### src/rtl/keccak_sched_pkg.sv
// Shared types for the Keccak m55 bank scheduler:
// bank lifecycle states, stage ids and ownership helpers.
package keccak_sched_pkg;

    localparam int NBANK = 4;
    localparam int IDW   = $clog2(NBANK);
    localparam int CNTW  = $clog2(NBANK + 1);

    typedef logic [IDW-1:0]  bank_id_t;
    typedef logic [CNTW-1:0] bank_cnt_t;

    typedef enum logic [2:0] {
        FREE,
        LOADING,
        READY,
        COMPUTING,
        DONE,
        UNLOADING
    } bank_state_e;

    typedef enum logic [1:0] {
        ST_LD,
        ST_CP,
        ST_UL
    } stage_e;

    typedef enum logic {
        S_IDLE,
        S_OWN
    } own_state_e;

    function automatic bank_state_e next_owned(stage_e s);
        case (s)
            ST_LD:   return LOADING;
            ST_CP:   return COMPUTING;
            default: return UNLOADING;
        endcase
    endfunction

    function automatic bank_state_e next_released(stage_e s);
        case (s)
            ST_LD:   return READY;
            ST_CP:   return DONE;
            default: return FREE;
        endcase
    endfunction

endpackage

### src/rtl/keccak_bank_sched_if.sv
// Request/grant/done bundle between the three Keccak
// pipeline stages and the bank scheduler.
interface keccak_bank_sched_if;
    import keccak_sched_pkg::*;

    logic      ld_req;
    logic      ld_gnt;
    bank_id_t  ld_bank;
    logic      ld_done;
    logic      cp_req;
    logic      cp_gnt;
    bank_id_t  cp_bank;
    logic      cp_done;
    logic      ul_req;
    logic      ul_gnt;
    bank_id_t  ul_bank;
    logic      ul_done;
    bank_cnt_t free_cnt;
    logic      err;

    modport master (
        output ld_req, ld_done,
        output cp_req, cp_done,
        output ul_req, ul_done,
        input  ld_gnt, ld_bank,
        input  cp_gnt, cp_bank,
        input  ul_gnt, ul_bank,
        input  free_cnt, err
    );

    modport slave (
        input  ld_req, ld_done,
        input  cp_req, cp_done,
        input  ul_req, ul_done,
        output ld_gnt, ld_bank,
        output cp_gnt, cp_bank,
        output ul_gnt, ul_bank,
        output free_cnt, err
    );

endinterface

### src/rtl/sched_stage.sv
// One stage's view of the bank ring: walks its own pointer,
// claims a bank in IN_ST and hands it back in REL_ST.
module sched_stage
    import keccak_sched_pkg::*;
#(
    parameter bank_state_e IN_ST  = FREE,
    parameter bank_state_e OWN_ST = LOADING,
    parameter bank_state_e REL_ST = READY
) (
    input  logic        clk,
    input  logic        reset,
    input  logic        req,
    input  logic        done,
    input  bank_state_e cur,
    output bank_id_t    ptr,
    output logic        gnt,
    output bank_id_t    bank,
    output logic        wr_en,
    output bank_id_t    wr_id,
    output bank_state_e wr_st,
    output logic        err_hit
);

    own_state_e st;
    own_state_e st_nx;
    bank_id_t   ptr_nx;
    bank_id_t   bank_nx;
    logic       take;

    // Ownership flag, ring pointer and registered grant.
    always_ff @(posedge clk) begin
        if (reset) begin
            st   <= S_IDLE;
            ptr  <= '0;
            bank <= '0;
            gnt  <= 1'b0;
        end else begin
            st   <= st_nx;
            ptr  <= ptr_nx;
            bank <= bank_nx;
            gnt  <= take;
        end
    end

    // Claim the bank under the pointer, or release the owned one.
    always_comb begin
        st_nx   = st;
        ptr_nx  = ptr;
        bank_nx = bank;
        take    = 1'b0;
        err_hit = 1'b0;
        wr_en   = 1'b0;
        wr_id   = bank;
        wr_st   = REL_ST;
        unique case (st)
            S_IDLE: begin
                // A done while idle is a protocol slip.
                err_hit = done;
                if (req && cur == IN_ST) begin
                    take    = 1'b1;
                    st_nx   = S_OWN;
                    ptr_nx  = ptr + 1'b1;
                    bank_nx = ptr;
                    wr_en   = 1'b1;
                    wr_id   = ptr;
                    wr_st   = OWN_ST;
                end
            end
            S_OWN: begin
                if (done) begin
                    st_nx = S_IDLE;
                    wr_en = 1'b1;
                end
            end
        endcase
    end

endmodule

### src/rtl/keccak_bank_sched.sv
// Hands the m55 state banks to load, compute and unload
// in strict ring order so blocks leave in arrival order.
module keccak_bank_sched
    import keccak_sched_pkg::*;
(
    input logic                clk,
    input logic                reset,
    keccak_bank_sched_if.slave bus
);

    bank_state_e bst [NBANK];
    bank_id_t    ld_ptr;
    bank_id_t    cp_ptr;
    bank_id_t    ul_ptr;
    logic [2:0]  wr_en;
    bank_id_t    wr_id [3];
    bank_state_e wr_st [3];
    logic [2:0]  err_hit;
    bank_cnt_t   nfree;
    bank_cnt_t   free_q;
    logic        err_q;

    sched_stage #(
        .IN_ST  (FREE),
        .OWN_ST (next_owned(ST_LD)),
        .REL_ST (next_released(ST_LD))
    ) u_ld (
        .clk     (clk),
        .reset   (reset),
        .req     (bus.ld_req),
        .done    (bus.ld_done),
        .cur     (bst[ld_ptr]),
        .ptr     (ld_ptr),
        .gnt     (bus.ld_gnt),
        .bank    (bus.ld_bank),
        .wr_en   (wr_en[0]),
        .wr_id   (wr_id[0]),
        .wr_st   (wr_st[0]),
        .err_hit (err_hit[0])
    );

    sched_stage #(
        .IN_ST  (READY),
        .OWN_ST (next_owned(ST_CP)),
        .REL_ST (next_released(ST_CP))
    ) u_cp (
        .clk     (clk),
        .reset   (reset),
        .req     (bus.cp_req),
        .done    (bus.cp_done),
        .cur     (bst[cp_ptr]),
        .ptr     (cp_ptr),
        .gnt     (bus.cp_gnt),
        .bank    (bus.cp_bank),
        .wr_en   (wr_en[1]),
        .wr_id   (wr_id[1]),
        .wr_st   (wr_st[1]),
        .err_hit (err_hit[1])
    );

    sched_stage #(
        .IN_ST  (DONE),
        .OWN_ST (next_owned(ST_UL)),
        .REL_ST (next_released(ST_UL))
    ) u_ul (
        .clk     (clk),
        .reset   (reset),
        .req     (bus.ul_req),
        .done    (bus.ul_done),
        .cur     (bst[ul_ptr]),
        .ptr     (ul_ptr),
        .gnt     (bus.ul_gnt),
        .bank    (bus.ul_bank),
        .wr_en   (wr_en[2]),
        .wr_id   (wr_id[2]),
        .wr_st   (wr_st[2]),
        .err_hit (err_hit[2])
    );

    // Bank lifecycle; stage writes never share a bank because
    // each one requires a different current state.
    always_ff @(posedge clk) begin
        if (reset) begin
            for (int i = 0; i < NBANK; i++) begin
                bst[i] <= FREE;
            end
        end else begin
            for (int s = 0; s < 3; s++) begin
                if (wr_en[s]) begin
                    bst[wr_id[s]] <= wr_st[s];
                end
            end
        end
    end

    // Population count of FREE banks.
    always_comb begin
        nfree = '0;
        for (int i = 0; i < NBANK; i++) begin
            if (bst[i] == FREE) begin
                nfree = nfree + 1'b1;
            end
        end
    end

    // free_cnt trails the bank states by one cycle; err is sticky.
    always_ff @(posedge clk) begin
        if (reset) begin
            free_q <= CNTW'(NBANK);
            err_q  <= 1'b0;
        end else begin
            free_q <= nfree;
            err_q  <= err_q | (|err_hit);
        end
    end

    assign bus.free_cnt = free_q;
    assign bus.err      = err_q;

endmodule
### src/flat_wrapper.sv
// flat-port wrapper written by rule: the top's interface ports become plain ports
module keccak_bank_sched_flat import keccak_sched_pkg::*;
  (clk, reset, bus_ld_req, bus_ld_done, bus_cp_req, bus_cp_done, bus_ul_req, bus_ul_done, bus_ld_gnt, bus_ld_bank, bus_cp_gnt, bus_cp_bank, bus_ul_gnt, bus_ul_bank, bus_free_cnt, bus_err);
  keccak_bank_sched_if bus_i ();
  input logic clk;
  input logic reset;
  input wire logic [$bits(bus_i.ld_req)-1:0] bus_ld_req;
  input wire logic [$bits(bus_i.ld_done)-1:0] bus_ld_done;
  input wire logic [$bits(bus_i.cp_req)-1:0] bus_cp_req;
  input wire logic [$bits(bus_i.cp_done)-1:0] bus_cp_done;
  input wire logic [$bits(bus_i.ul_req)-1:0] bus_ul_req;
  input wire logic [$bits(bus_i.ul_done)-1:0] bus_ul_done;
  output wire logic [$bits(bus_i.ld_gnt)-1:0] bus_ld_gnt;
  output wire logic [$bits(bus_i.ld_bank)-1:0] bus_ld_bank;
  output wire logic [$bits(bus_i.cp_gnt)-1:0] bus_cp_gnt;
  output wire logic [$bits(bus_i.cp_bank)-1:0] bus_cp_bank;
  output wire logic [$bits(bus_i.ul_gnt)-1:0] bus_ul_gnt;
  output wire logic [$bits(bus_i.ul_bank)-1:0] bus_ul_bank;
  output wire logic [$bits(bus_i.free_cnt)-1:0] bus_free_cnt;
  output wire logic [$bits(bus_i.err)-1:0] bus_err;
  assign bus_i.ld_req = bus_ld_req;
  assign bus_i.ld_done = bus_ld_done;
  assign bus_i.cp_req = bus_cp_req;
  assign bus_i.cp_done = bus_cp_done;
  assign bus_i.ul_req = bus_ul_req;
  assign bus_i.ul_done = bus_ul_done;
  assign bus_ld_gnt = bus_i.ld_gnt;
  assign bus_ld_bank = bus_i.ld_bank;
  assign bus_cp_gnt = bus_i.cp_gnt;
  assign bus_cp_bank = bus_i.cp_bank;
  assign bus_ul_gnt = bus_i.ul_gnt;
  assign bus_ul_bank = bus_i.ul_bank;
  assign bus_free_cnt = bus_i.free_cnt;
  assign bus_err = bus_i.err;
  keccak_bank_sched u_core (.clk(clk), .reset(reset), .bus(bus_i));
endmodule
### config.mk
export PLATFORM = sky130hd
export DESIGN_NAME = keccak_bank_sched_flat
export DESIGN_NICKNAME = d
export VERILOG_FILES = /design/src/rtl/keccak_sched_pkg.sv /design/src/rtl/keccak_bank_sched_if.sv /design/src/rtl/sched_stage.sv /design/src/rtl/keccak_bank_sched.sv /design/src/flat_wrapper.sv
export SDC_FILE = /design/constraint.sdc
export NUM_CORES = 1
export LEC_CHECK = 0
export ABC_AREA = 1
export BUFFER_PORTS_ARGS = -buffer_cell sky130_fd_sc_hd__buf_2
export CAP_MARGIN = 20
export CORE_MARGIN = 2
export CORE_UTILIZATION = 45
export DETAILED_ROUTE_END_ITERATION = 8
export PLACE_DENSITY_LB_ADDON = 0.15
export REMOVE_ABC_BUFFERS = 1
export SETUP_SLACK_MARGIN = 0.15
export SLEW_MARGIN = 20
export SYNTH_ARGS = -nofsm -noshare
export SYNTH_HDL_FRONTEND = slang
export SYNTH_SLANG_ARGS = --single-unit
export TNS_END_PERCENT = 100
### constraint.sdc
create_clock -name clk -period 2.9 [get_ports clk]
set_input_delay 0.58 -clock clk [delete_from_list [all_inputs] [get_ports clk]]
set_output_delay 0.58 -clock clk [all_outputs]
set_load 0.02 [all_outputs]
==> reports/qor.txt <==
status: finished clean
Yosys reg bits: 40
via count: 1911
Most used DFF post-synth: dfxtp_1
Netlist Area Pre-Place: 0.00224 sq mm
Post-CTS Repair Setup Buffers: 0
CTS Buf Count: 5
final slew viol count: 0
Final Skew: 0.00657 ns
CP peak stage delay: 0.40 ns
maximum VDD drop: 0.385 mV
DR pass1 iterations: 4
asr flop ratio synth: 0%
Yosys top cell area share: 28.6%
largest net degree at the start of global routing: 21
most common cell after layout, fill and taps aside: nand2_1
via density per instance: 4.94
Crit. End Element: flip-flop
Util after Layout: 53.3%
CP cell instances: nor2_2, nand2_1, ha_1, or2_2, nand2_1, inv_1, ha_1, o21ai_0, o21bai_1, inv_1
dpl hpwl: 3.74 mm
All-Layer GR Usage: 19.8%
share of cells above drive strength 1: 26.3%
top cells by area, synth: dfxtp_1, edfxtp_1, nand2_1
final setup vio count: 0
CP Data Required Time: 3.09 ns
clock buffer depth: 2
final hold violations: 0
global route overflow: 0
overall routed net length: 4.81 mm
Die X: 74.6 microns
first-pass GRT wire length: 8.25 mm
Max Cap Viol: 0
number of hold buffers added after CTS: 0
vias in the first global route: 1783
Skew-Pair Late Insertion Delay: 0.29 ns
# diodes: 0
HP Class: reg -> reg
wire per inst: 12.4 microns
GPL Wtd Cong: 0.923
Cell variety after synth: 33
starting density of the core: 47.1%
EDFF count, synth: 8
switching power: 0.000561 W
Clk pwr share: 27.7%
FP Rows: 25
cell count after synthesis: 293
sequential group share of total power: 42.4%
Worst Tran Pin Value: 0.440 ns
Clock transition at path regs: 0.08 ns
final net count: 330
die height: 74.6 microns
critical path fanouts, max: 3
# IOs: 21
Port Buffers: 20
slew margin rel.: 70.6%
P_int: 0.00105 W
Critical Path AT: 2.31 ns
slowest CP cell: edfxtp_1
synth warn: 0
remaining antenna violation count: 0
WHS: 0.480 ns
Pwr Density: 635 mW/mm^2
DP Area: 0.00242 sq mm
CTS tree: yes
final instance area: 0.00253 sq mm
Crit Path Class: reg -> reg
most frequent cells in the layout: nand2_1, nand3_1, inv_1, dfxtp_1, nor2_1
post-synthesis sequential area ratio: 39.3%
First DRT Iteration DRCs: 91
H-tree depth: 2
Tcrit/Tclk final: 73.1%
RSZ-0062 raised after global routing: no
Max Fclk: 472 MHz
die area: 0.00556 sq mm
switch share: 34.9%
setup_tns: 0 ns
Resize count post-CTS: 0
combinational fraction of design power: 29.9%
core area: 0.00475 sq mm
Avg Inst Size Synth: 7.65 sq um
Startpoint Class: flip-flop
Clock Tree Root: clkbuf_8
initial antenna violation count: 0
DR DRC count: 0
static leakage: 1.19 nW
area growth from synthesis to layout: 13.0%
clk sinks: 40
final worst path period need: 2.12 ns
cell accounting for the most synthesized area: dfxtp_1
[final timing paths]
kind / startpoint / endpoint / slack (ns) / cells past startpoint
worst max-delay path: u_core.bst[0][2]$_DFFE_PP_ / u_core.bus.free_cnt[1]$_SDFF_PP0_ / 0.78 / 10
worst min-delay path: u_core.u_ld.ptr[0]$_SDFFE_PP0P_ / u_core.u_ld.ptr[0]$_SDFFE_PP0P_ / 0.48 / 2
worst max register to register: u_core.bst[0][2]$_DFFE_PP_ / u_core.bus.free_cnt[1]$_SDFF_PP0_ / 0.78 / 10
worst min register to register: u_core.u_ld.ptr[0]$_SDFFE_PP0P_ / u_core.u_ld.ptr[0]$_SDFFE_PP0P_ / 0.48 / 2
[critical path: cells and delay by family, from the launching register on]
kind,cells,cell delay [ns]
AOI/OAI and AO/OA,2,0.26
adders and majority gates,2,0.60
buffers and inverters,2,0.10
DFF,1,0.40
and+or+nand+nor,4,0.65
[cell type report]
cell class	count	area (sq um)
clock inverter	2	35.0
clock buffer	6	72.6
inverter	41	154
timing repair buffer	22	115
tap	67	83.8
fill	482	2220
sequential	40	881
multi-input combinational	209	1190
[layer usage]
metal | track usage (%) | up-vias | part of all wire (%)
li1 | - | 1013 | -
met2 | 31.6 | 42 | 45
met4 | 6.55 | 0 | 2.0
met1 | 26.7 | 847 | 48
met3 | 4.34 | 9 | 5.8
met5 | 0 | - | 0
[logic make-up (layout without fill, tap and decap cells)]
kind of cell / count (synthesis) / count (layout) / synth area share, %
and+or+nand+nor: 178 / 178 / 43.8
adders and majority gates: 3 / 3 / 1.68
DFF: 40 / 40 / 39.3
AOI/OAI and AO/OA: 28 / 28 / 7.71
buffers and inverters: 44 / 71 / 7.54
[cell usage after synthesis (all sizes together), types with 2 or more instances]
cell type and count:
nor2 40, nand2 74, clkbuf 2, dfxtp 32
nand4 13, ha 3, a21oi 13, nor3 2
nand3b 2, nand3 45, o31ai 2, inv 40
edfxtp 8, or2 2, o21ai 10
[power by group through the flow]
stage                     Combinational, W  Sequential (W)  Clock, W
after global placement            0.000473        0.000693         0
after global routing              0.000547        0.000690  0.000482
after detailed placement          0.000479        0.000694         0
after CTS                         0.000481        0.000681  0.000460
final                             0.000481        0.000681  0.000445
after floorplan                   0.000338        0.000717         0
[through the flow]
step / worst slack (ns) / power, W / instances
floorplan: 0.922 / 0.00106 / 290
global placement: 0.692 / 0.00117 / 379
detailed placement: 0.650 / 0.00117 / 379
CTS: 0.784 / 0.00162 / 387
global route: 0.563 / 0.00172 / 387
finish: 0.780 / 0.00161 / 387
(Power assumes the default switching activity.)
